<file path="config.mk">
export PLATFORM = sky130hd
export DESIGN_NAME = burst_bus_arbiter_flat
export DESIGN_NICKNAME = d
export VERILOG_FILES = /design/src/rtl/burst_bus_arbiter_pkg.sv /design/src/rtl/burst_bus_arbiter_if.sv /design/src/rtl/burst_bus_arbiter_rr_pick.sv /design/src/rtl/burst_bus_arbiter.sv /design/src/flat_wrapper.sv
export SDC_FILE = /design/constraint.sdc
export NUM_CORES = 1
export LEC_CHECK = 0
export BUFFER_PORTS_ARGS = -buffer_cell sky130_fd_sc_hd__buf_2
export CORE_MARGIN = 3
export CORE_UTILIZATION = 50
export CTS_BUF_LIST = sky130_fd_sc_hd__clkbuf_8
export DETAILED_ROUTE_END_ITERATION = 12
export PLACE_DENSITY = 0.7
export SYNTH_ARGS = -nofsm -noshare
export SYNTH_HDL_FRONTEND = slang
export SYNTH_HIERARCHICAL = 1
export SYNTH_SLANG_ARGS = --single-unit
</file>
<file path="constraint.sdc">
create_clock -name clk -period 3.2 [get_ports clk]
set_input_delay 0.16 -clock clk [delete_from_list [all_inputs] [get_ports clk]]
set_output_delay 0.16 -clock clk [all_outputs]
set_load 0.02 [all_outputs]
</file>
<file path="src/rtl/burst_bus_arbiter_pkg.sv">
// Shared types and default sizing for the burst bus arbiter.
// FSM state encoding plus parameter defaults used by the interface and RTL.
package bus_arb_pkg;

   typedef enum logic [1:0] {
      ST_IDLE    = 2'd0,
      ST_OWN     = 2'd1,
      ST_RELEASE = 2'd2
   } arb_state_t;

   localparam int DEF_NUM_REQ   = 4;
   localparam int DEF_MAX_BURST = 16;
   localparam int DEF_TIMEOUT   = 255;

endpackage

</file>
<file path="src/rtl/burst_bus_arbiter_if.sv">
// Requester/target side of the burst arbiter: requests, beat handshake, grant status.
// master drives requests and acks; slave (the arbiter) drives grant and strobe.
interface burst_bus_arbiter_if
   import bus_arb_pkg::*;
#(
   parameter int NUM_REQ = DEF_NUM_REQ
);
   localparam int ENC_W = $clog2(NUM_REQ) + 1;

   logic               ce;
   logic [NUM_REQ-1:0] req;
   logic [NUM_REQ-1:0] last;
   logic               tgt_ack;
   logic [NUM_REQ-1:0] grant;
   logic [ENC_W-1:0]   grant_enc;
   logic               tgt_stb;
   logic               busy;
   logic               timeout_err;

   modport master (
      output ce, req, last, tgt_ack,
      input  grant, grant_enc, tgt_stb, busy, timeout_err
   );

   modport slave (
      input  ce, req, last, tgt_ack,
      output grant, grant_enc, tgt_stb, busy, timeout_err
   );

endinterface

</file>
<file path="src/rtl/burst_bus_arbiter_rr_pick.sv">
// Combinational round-robin winner: first requester above i_prev, wrapping.
// Zero latency; o_enc is all-ones when nobody requests.
module rr_pick
   import bus_arb_pkg::*;
#(
   parameter  int NUM_REQ = DEF_NUM_REQ,
   localparam int IW      = $clog2(NUM_REQ),
   localparam int ENC_W   = IW + 1
) (
   input  logic [NUM_REQ-1:0] i_req,
   input  logic [IW-1:0]      i_prev,
   output logic [NUM_REQ-1:0] o_onehot,
   output logic [ENC_W-1:0]   o_enc
);

   logic          w_found;
   logic [IW-1:0] w_idx;

   // Offset NUM_REQ lands back on i_prev itself, so a lone previous owner can win again.
   always_comb begin
      o_onehot = '0;
      o_enc    = '1;
      w_found  = 1'b0;
      w_idx    = '0;
      for (int i = 1; i <= NUM_REQ; i++) begin
         w_idx = IW'((int'(i_prev) + i) % NUM_REQ);
         if (!w_found && i_req[w_idx]) begin
            w_found         = 1'b1;
            o_onehot[w_idx] = 1'b1;
            o_enc           = ENC_W'(w_idx);
         end
      end
   end

endmodule

</file>
<file path="src/rtl/burst_bus_arbiter.sv">
// Round-robin burst arbiter: one-cycle grant latency, bounded bursts, watchdog release.
// ce low freezes all state; an owner stalls by holding req with no tgt_ack.
module burst_bus_arbiter
   import bus_arb_pkg::*;
#(
   parameter int NUM_REQ   = DEF_NUM_REQ,
   parameter int MAX_BURST = DEF_MAX_BURST,
   parameter int TIMEOUT   = DEF_TIMEOUT
) (
   input  logic                clk,
   input  logic                rst,
   burst_bus_arbiter_if.slave  bus
);

   localparam int IW    = $clog2(NUM_REQ);
   localparam int ENC_W = IW + 1;
   localparam int BW    = $clog2(MAX_BURST + 1);
   localparam int WW    = $clog2(TIMEOUT + 1);

   arb_state_t         r_state;
   arb_state_t         w_state_nxt;
   logic [NUM_REQ-1:0] r_grant;
   logic [NUM_REQ-1:0] w_grant_nxt;
   logic [ENC_W-1:0]   r_grant_enc;
   logic [ENC_W-1:0]   w_grant_enc_nxt;
   logic [IW-1:0]      r_prev;
   logic [IW-1:0]      w_prev_nxt;
   logic [BW-1:0]      r_beats;
   logic [BW-1:0]      w_beats_nxt;
   logic [WW-1:0]      r_wdog;
   logic [WW-1:0]      w_wdog_nxt;

   logic [NUM_REQ-1:0] w_pick_onehot;
   logic [ENC_W-1:0]   w_pick_enc;
   logic [IW-1:0]      w_owner;
   logic               w_stb;
   logic               w_beat;
   logic [BW-1:0]      w_beats_inc;
   logic [WW-1:0]      w_wdog_inc;
   logic               w_burst_done;
   logic               w_wd_expire;
   logic               w_timeout_err;

   rr_pick #(
      .NUM_REQ (NUM_REQ)
   ) u_rr_pick (
      .i_req    (bus.req),
      .i_prev   (r_prev),
      .o_onehot (w_pick_onehot),
      .o_enc    (w_pick_enc)
   );

   assign w_owner      = r_grant_enc[IW-1:0];
   assign w_stb        = (r_state == ST_OWN) && bus.req[w_owner];
   assign w_beat       = w_stb && bus.tgt_ack;
   assign w_beats_inc  = (r_beats == BW'(MAX_BURST)) ? r_beats : r_beats + 1'b1;
   assign w_wdog_inc   = (r_wdog == WW'(TIMEOUT)) ? r_wdog : r_wdog + 1'b1;
   assign w_burst_done = (w_beats_inc == BW'(MAX_BURST));
   // An ack landing on the expiry cycle wins over the watchdog.
   assign w_wd_expire  = (r_state == ST_OWN) && (r_wdog == WW'(TIMEOUT)) && !w_beat;

   always_comb begin
      w_state_nxt     = r_state;
      w_grant_nxt     = r_grant;
      w_grant_enc_nxt = r_grant_enc;
      w_prev_nxt      = r_prev;
      w_beats_nxt     = r_beats;
      w_wdog_nxt      = r_wdog;
      w_timeout_err   = 1'b0;
      if (bus.ce) begin
         unique case (r_state)
            ST_IDLE: begin
               if (|bus.req) begin
                  w_grant_nxt     = w_pick_onehot;
                  w_grant_enc_nxt = w_pick_enc;
                  w_beats_nxt     = '0;
                  w_wdog_nxt      = '0;
                  w_state_nxt     = ST_OWN;
               end
            end
            ST_OWN: begin
               if (w_beat) begin
                  w_beats_nxt = w_beats_inc;
                  w_wdog_nxt  = '0;
               end else begin
                  w_wdog_nxt  = w_wdog_inc;
               end
               if (!bus.req[w_owner] || w_wd_expire ||
                   (w_beat && (bus.last[w_owner] || w_burst_done))) begin
                  w_grant_nxt     = '0;
                  w_grant_enc_nxt = '1;
                  w_prev_nxt      = w_owner;
                  w_timeout_err   = w_wd_expire;
                  w_state_nxt     = ST_RELEASE;
               end
            end
            ST_RELEASE: begin
               w_state_nxt = ST_IDLE;
            end
            default: begin
               w_state_nxt = ST_IDLE;
            end
         endcase
      end
   end

   always_ff @(posedge clk) begin
      if (rst) begin
         r_state     <= ST_IDLE;
         r_grant     <= '0;
         r_grant_enc <= '1;
         r_prev      <= IW'(NUM_REQ - 1);
         r_beats     <= '0;
         r_wdog      <= '0;
      end else begin
         r_state     <= w_state_nxt;
         r_grant     <= w_grant_nxt;
         r_grant_enc <= w_grant_enc_nxt;
         r_prev      <= w_prev_nxt;
         r_beats     <= w_beats_nxt;
         r_wdog      <= w_wdog_nxt;
      end
   end

   assign bus.grant       = r_grant;
   assign bus.grant_enc   = r_grant_enc;
   assign bus.tgt_stb     = w_stb;
   assign bus.busy        = (r_state != ST_IDLE);
   assign bus.timeout_err = w_timeout_err;

endmodule
</file>
<file path="src/flat_wrapper.sv">
// flat-port wrapper written by rule: the top's interface ports become plain ports
module burst_bus_arbiter_flat import bus_arb_pkg::*;
#(
   parameter int NUM_REQ   = DEF_NUM_REQ,
   parameter int MAX_BURST = DEF_MAX_BURST,
   parameter int TIMEOUT   = DEF_TIMEOUT
)
  (clk, rst, bus_ce, bus_req, bus_last, bus_tgt_ack, bus_grant, bus_grant_enc, bus_tgt_stb, bus_busy, bus_timeout_err);
  burst_bus_arbiter_if #(.NUM_REQ(NUM_REQ)) bus_i ();
  input  logic clk;
  input  logic rst;
  input wire logic [$bits(bus_i.ce)-1:0] bus_ce;
  input wire logic [$bits(bus_i.req)-1:0] bus_req;
  input wire logic [$bits(bus_i.last)-1:0] bus_last;
  input wire logic [$bits(bus_i.tgt_ack)-1:0] bus_tgt_ack;
  output wire logic [$bits(bus_i.grant)-1:0] bus_grant;
  output wire logic [$bits(bus_i.grant_enc)-1:0] bus_grant_enc;
  output wire logic [$bits(bus_i.tgt_stb)-1:0] bus_tgt_stb;
  output wire logic [$bits(bus_i.busy)-1:0] bus_busy;
  output wire logic [$bits(bus_i.timeout_err)-1:0] bus_timeout_err;
  assign bus_i.ce = bus_ce;
  assign bus_i.req = bus_req;
  assign bus_i.last = bus_last;
  assign bus_i.tgt_ack = bus_tgt_ack;
  assign bus_grant = bus_i.grant;
  assign bus_grant_enc = bus_i.grant_enc;
  assign bus_tgt_stb = bus_i.tgt_stb;
  assign bus_busy = bus_i.busy;
  assign bus_timeout_err = bus_i.timeout_err;
  burst_bus_arbiter #(.NUM_REQ(NUM_REQ), .MAX_BURST(MAX_BURST), .TIMEOUT(TIMEOUT)) u_core (.clk(clk), .rst(rst), .bus(bus_i));
endmodule
</file>
==> results.md, run 1 <==
* Cts repair resizes at 0
* H-tree levels at 1
* Critical path startpoint category: register
* Root buf cell: clkbuf_8
* Die Y at 69.42 um
* Layout net count at 269
* Via count at 1749
* Hpwl dp at 3.262 mm
* Max-slew headroom at 36.51%
* Delay-heaviest family, CP: compound AO/OA/AOI/OAI gates
* Peak VDD IR at 221.3 uV
* CP Capture Type: register
* Hold Buf Count CTS at 0
* Number of global-route vias before repair at 1627
* Yosys top cell area share at 23.90%
* DRC errors left at 0
* Hold Fails Final Rpt at 0
* CP max stage delay at 0.38 ns
* Post-CTS setup buffer count at 0
* Num ports at 22
* Core area at 3771 um^2
* Slew Limit Fails at 0
* Clock sinks at 24
* Post-synth EDFFs at 0
* Synth Cell Area at 2011 um^2
* Hold Path Class: primary input to register
* Setup TNS at 0 ns
* GRT Overall Usage at 18.60%
* Ranking of synthesized cells by area: dfxtp_1 24%, ha_1 6.8%, nor2_1 4.3%
* RSZ-0062 raised after global routing: no
* # rows at 22
* Initial Util at 53.32%
* Dominant synthesized flop cell: dfxtp_1
* Min Tclk post-route at 2.070 ns
* Most frequent cells in the layout: 24 x dfxtp_1, 23 x nor2_1, 21 x buf_2
* Finished Layout Cells at 293
* Routed wire length at 4.481 mm
* Worst-Skew Late Latency at 0.27 ns
* Fillers at 348
* Area leader, netlist: dfxtp_1
* Worst-path maximum fanout at 8
* TritonCTS Buffers at 3
* Worst setup path startpoint: u_core/r_beats[0]$_SDFFE_PP0P_
* Largest net degree at the start of global routing at 23
* Seq/Total Area, Yosys at 23.90%
* N_diodes at 0
* Synth warn at 6
* Worst path bufs/invs at 1
* Crit-path slowest cell: dfxtp_1
* Area of the multi-input gates at 1389 um^2
* Layout area overhead at 7.716%
* Max Clock Freq at 483.0 MHz
* Die Span X at 69.42 um
* Crit-path cells: inv_1, ha_1, or3b_1, and4_4, o211ai_2, o2bb2ai_4, a21oi_4, o32a_1
* Iter 0 DRT Violations at 121
* Final Setup Violations at 0
* DRT Pass-1 Iters at 4
* Clk buf depth at 2
* First-pass GRT wire length at 7.562 mm
* Leakage power at 0.8786 nW
* Number of max-cap violations at 0
* Unique masters post-synth at 67
* #FFs+latches synth at 24
* Min-delay src: rst
* Critical path required time at 3.35 ns
* Commonest non-fill, non-tap cell in the layout: dfxtp_1
* Crit Path Class: register to register
* Pwr Total at 0.8130 mW
* Final Cycle Share at 64.70%
* Drt wl/cell at 15.29 um
* DP Cell Count at 289
* Via density at 5.969
* Global route overflow at 0
* PortBufs at 21
* Status: complete, no violations
* Fraction of layout instances using a drive strength above 1 at 20.00%
* Critical Path AT at 2.22 ns
* RePlAce Congestion at 0.8283
* Setup slack after layout at 1.130 ns
* Synth Net Count at 254
* Worst r2r src: u_core/r_beats[0]$_SDFFE_PP0P_
* Place WS at 1.147 ns
* DRT antenna net count at 0
* CTS tree: yes
* Async set-reset flop share out of synthesis at 0%
* Clk slew on worst S/H paths at 0.09 ns
* Skew final at 0.009548 ns
* Initial antenna violation count at 0
* FF/Latch Area at 480.5 um^2
* Post-Synthesis Cells at 231
* Power per cell area at 375.4 nW/um^2
* Area of the die at 4818 um^2
* Worst Max-Slew Pin Slew at 0.9405 ns
* Syn avg cell area at 8.704 um^2
==> state kept, by name, indices dropped and copies added, names as in the netlist <==
name and count:
u_core/bus.grant 4, u_core/r_state 2, u_core/r_prev 2, u_core/r_wdog 8, u_core/r_beats 5, u_core/bus.grant_enc 3
==> worst paths after layout <==
check / end / slack (ns) / cells after the start
worst max register to register: u_core/bus.grant_enc[1]$_SDFFE_PP1P_ / 1.13 / 8
worst min register to register: u_core/bus.grant[1]$_SDFFE_PP0P_ / 0.48 / 2
worst max-delay path: u_core/bus.grant_enc[1]$_SDFFE_PP1P_ / 1.13 / 8
worst min-delay path: u_core/r_beats[0]$_SDFFE_PP0P_ / 0.27 / 2
==> Yosys cell counts (2+ instances only) <==
| cell | count |
|---|---|
| o32a_1 | 3 |
| buf_6 | 4 |
| mux2i_1 | 6 |
| a21oi_1 | 10 |
| buf_2 | 5 |
| and2_2 | 2 |
| dfxtp_1 | 24 |
| xor2_1 | 3 |
| nor2b_1 | 3 |
| a32oi_1 | 2 |
| nand2b_1 | 6 |
| a2111oi_2 | 2 |
| and4_4 | 2 |
| and3_1 | 3 |
| clkbuf_1 | 2 |
| nand3b_1 | 3 |
| a221oi_1 | 2 |
| o22ai_1 | 2 |
| inv_1 | 12 |
| a21oi_2 | 2 |
| o21ai_0 | 14 |
| nand2_1 | 18 |
| nor3_1 | 3 |
| or3b_1 | 2 |
| nand3_1 | 7 |
| xnor2_1 | 5 |
| o211ai_1 | 2 |
| o2111ai_1 | 4 |
| a41oi_1 | 5 |
| ha_1 | 11 |
| and4b_1 | 4 |
| nor2_1 | 23 |
==> through the flow <==
step,area (um^2),hold slack (ns),utilization (%)
after floorplan,2011,0.3306,-
after global placement,2095,0.4753,55.54
after detailed placement,2095,0.4713,55.54
after CTS,2166,0.2622,57.43
after global routing,2166,0.2927,57.43
final,2166,0.2699,57.43
==> layer usage <==
layer  GRT usage [%]  share of wire, %  up-vias
met1           23.27                46      832
met5               0                 0        -
li1                -                 -      881
met3           2.029               3.1        4
met2           33.26                50       32
met4           5.640               1.1        0
==> cell families after synthesis <==
family | Yosys count | share of synthesized area (%)
AOI/OAI and AO/OA | 62 | 26.26
xor gates and xnor gates | 8 | 3.485
adders and majority gates | 11 | 6.845
buffers and inverters | 25 | 7.031
DFF | 24 | 23.90
muxes | 9 | 5.974
and+or+nand+nor | 92 | 26.51
==> power by group <==
group	internal (mW)	switching, mW	total (mW)
sequential	0.312	0.0181	0.330
combinational	0.0848	0.130	0.214
clock	0.167	0.101	0.268
==> cell type report <==
cell class                      count  area share [%]
Clock buffer                        3           1.906
Clock inverter                      1           1.386
Inverter                           12           2.080
Multi-Input combinational cell    182           64.12
Sequential cell                    24           22.18
Tap cell                           48           2.773
Timing Repair Buffer               23           5.546
(Power assumes the default switching activity.)
==> run 2, diff against run 1 <==
--- a/config.mk
+++ b/config.mk
@@ -10,7 +10,7 @@
 export CORE_UTILIZATION = 50
 export CTS_BUF_LIST = sky130_fd_sc_hd__clkbuf_8
 export DETAILED_ROUTE_END_ITERATION = 12
-export PLACE_DENSITY = 0.7
+export PLACE_DENSITY = 0.72
 export SYNTH_ARGS = -nofsm -noshare
 export SYNTH_HDL_FRONTEND = slang
 export SYNTH_HIERARCHICAL = 1
==> constraint.sdc (replaced) <==
create_clock -name clk -period 1.75 [get_ports clk]
set_input_delay 0.0875 -clock clk [delete_from_list [all_inputs] [get_ports clk]]
set_output_delay 0.0875 -clock clk [all_outputs]
set_load 0.02 [all_outputs]
==> results.md, run 2 (synthesis gave the netlist of run 1 again) <==
* Layout area overhead at 26.51% (was 7.716%)
* Critical path startpoint category: register (unchanged)
* CTS tree: yes (unchanged)
* Num ports at 22 (unchanged)
* Final Cycle Share at 110.9% (was 64.70%)
* Root buf cell: clkbuf_8 (unchanged)
* Hold Path Class: primary input to register (unchanged)
* H-tree levels at 1 (unchanged)
* Max reg flops at 8 (unchanged)
* Worst Max-Slew Pin Slew at 0.6848 ns (was 0.9405 ns)
* DP Cell Count at 322 (was 289)
* Hold Buf Count CTS at 0 (unchanged)
* Final Setup Violations at 11 (was 0)
* Initial Util at 53.32% (unchanged)
* Status: finished with violations (was complete, no violations)
* Leakage power at 1.056 nW (was 0.8786 nW)
* Hpwl dp at 3.736 mm (was 3.262 mm)
* Crit Path Class: register to register (unchanged)
* Area of the die at 4818 um^2 (unchanged)
* Die Span X at 69.42 um (unchanged)
* Fraction of layout instances using a drive strength above 1 at 37.72% (was 20.00%)
* Number of max-cap violations at 0 (unchanged)
* # rows at 22 (unchanged)
* Worst-path maximum fanout at 4 (was 8)
* RSZ-0062 raised after global routing: yes (was no)
* Critical path required time at 1.91 ns (was 3.35 ns)
* Global route overflow at 0 (unchanged)
* GRT Overall Usage at 20.73% (was 18.60%)
* Finished Layout Cells at 329 (was 293)
* RePlAce Congestion at 0.8211 (was 0.8283)
* Final Cell Area at 2544 um^2 (was 2166 um^2)
* DRC errors left at 0 (unchanged)
* Core area at 3771 um^2 (unchanged)
* Skew final at 0.007259 ns (was 0.009548 ns)
* Setup slack, reg-to-reg at -0.19 ns (was 1.13 ns)
* Biggest register: u_core/r_wdog (unchanged)
* Largest net degree at the start of global routing at 23 (unchanged)
* Clk buf depth at 2 (unchanged)
* Routed wire length at 5.107 mm (was 4.481 mm)
* DRT antenna net count at 0 (unchanged)
* Setup slack after layout at -0.1900 ns (was 1.130 ns)
* Failing checks: negative setup slack
* Clock sinks at 24 (unchanged)
* TritonCTS Buffers at 3 (unchanged)
* Layout net count at 305 (was 269)
* Min Tclk post-route at 1.940 ns (was 2.070 ns)
* Commonest non-fill, non-tap cell in the layout: buf_4 (was dfxtp_1)
* Power per cell area at 571.0 nW/um^2 (was 375.4 nW/um^2)
* Peak VDD IR at 450.9 uV (was 221.3 uV)
* Max-slew headroom at 53.62% (was 36.51%)
* Worst-Skew Late Latency at 0.27 ns (about the same)
* Drt wl/cell at 15.52 um (was 15.29 um)
* Hold Fails Final Rpt at 0 (unchanged)
* Via count at 1907 (was 1749)
* Placed Area at 2376 um^2 (was 2095 um^2)
* Die Y at 69.42 um (unchanged)
* PortBufs at 21 (unchanged)
* Via density at 5.796 (was 5.969)
* Setup TNS at -1.489 ns (was 0 ns)
* DRT Pass-1 Iters at 6 (was 4)
* Max Clock Freq at 515.5 MHz (was 483.0 MHz)
* Pwr Total at 1.452 mW (was 0.8130 mW)
* Critical Path AT at 2.10 ns (was 2.22 ns)
* N_diodes at 0 (unchanged)
* Number of global-route vias before repair at 1785 (was 1627)
* Place WS at -0.1657 ns (was 1.147 ns)
* First-pass GRT wire length at 8.342 mm (was 7.562 mm)
* Fillers at 311 (was 348)
* CP Capture Type: register (unchanged)
* Initial antenna violation count at 0 (unchanged)
* Slew Limit Fails at 0 (unchanged)
* Clk slew on worst S/H paths at 0.09 ns (about the same)
* Most frequent cells in the layout: 37 x buf_4, 23 x nor2_1, 20 x buf_2 (was 24 x dfxtp_1, 23 x nor2_1, 21 x buf_2)
* Iter 0 DRT Violations at 185 (was 121)
## run 2: final timing paths
check / start / cells after the start / end
hold reg to reg: u_core/bus.grant[3]$_SDFFE_PP0P_ / 2 / u_core/bus.grant[3]$_SDFFE_PP0P_
hold / removal: rst / 2 / u_core/r_beats[0]$_SDFFE_PP0P_
setup / recovery: u_core/r_beats[1]$_SDFFE_PP0P_ / 8 / u_core/bus.grant_enc[1]$_SDFFE_PP1P_
setup reg to reg: u_core/r_beats[1]$_SDFFE_PP0P_ / 8 / u_core/bus.grant_enc[1]$_SDFFE_PP1P_
## run 2: cell type report
cell class | instances | area (um^2) | area share (%)
timing repair buffer | 59 | 400.4 | 15.74
clock buffer | 3 | 41.29 | 1.623
sequential | 24 | 490.5 | 19.28
multi-input combinational | 182 | 1499 | 58.93
tap | 48 | 60.06 | 2.361
inverter | 12 | 48.80 | 1.918
clock inverter | 1 | 3.754 | 0.1476
## run 2: per-stage QoR
step	hold WS (ns)	util, %
2_1_floorplan	0.2579	-
3_3_place_gp	0.4673	63.01
3_5_place_dp	0.4789	63.01
4_1_cts	0.2116	66.29
5_1_grt	0.2249	67.45
6_report	0.2091	67.45
## run 2: worst max-delay path: stages, from the launching register on
cell and delay, ns:
dfxtp_2 0.34, inv_2 0.06, ha_4 0.13, or3b_1 0.34
and4_4 0.20, o211ai_4 0.20, o2bb2ai_4 0.18, a21oi_4 0.10
o32a_1 0.28
## run 2: repair_timing
item                       CTS  global route
setup endpoints to repair   13            24
resized for setup           21             6
pin swaps                    6             7
setup buffers                2             1
## run 2: routing by layer
layer,global-route usage [%],vias up,part of all wire [%]
li1,-,954,-
met1,30.92,887,48
met2,31.67,60,46
met3,3.768,6,5.0
met4,3.037,0,0.74
met5,0,-,0
## run 2: report_power, final
| part | switching (mW) | internal (mW) | leakage (nW) |
|---|---|---|---|
| clock network | 0.176 | 0.157 | 0.0269 |
| logic | 0.286 | 0.235 | 0.834 |
| registers | 0.0257 | 0.573 | 0.195 |
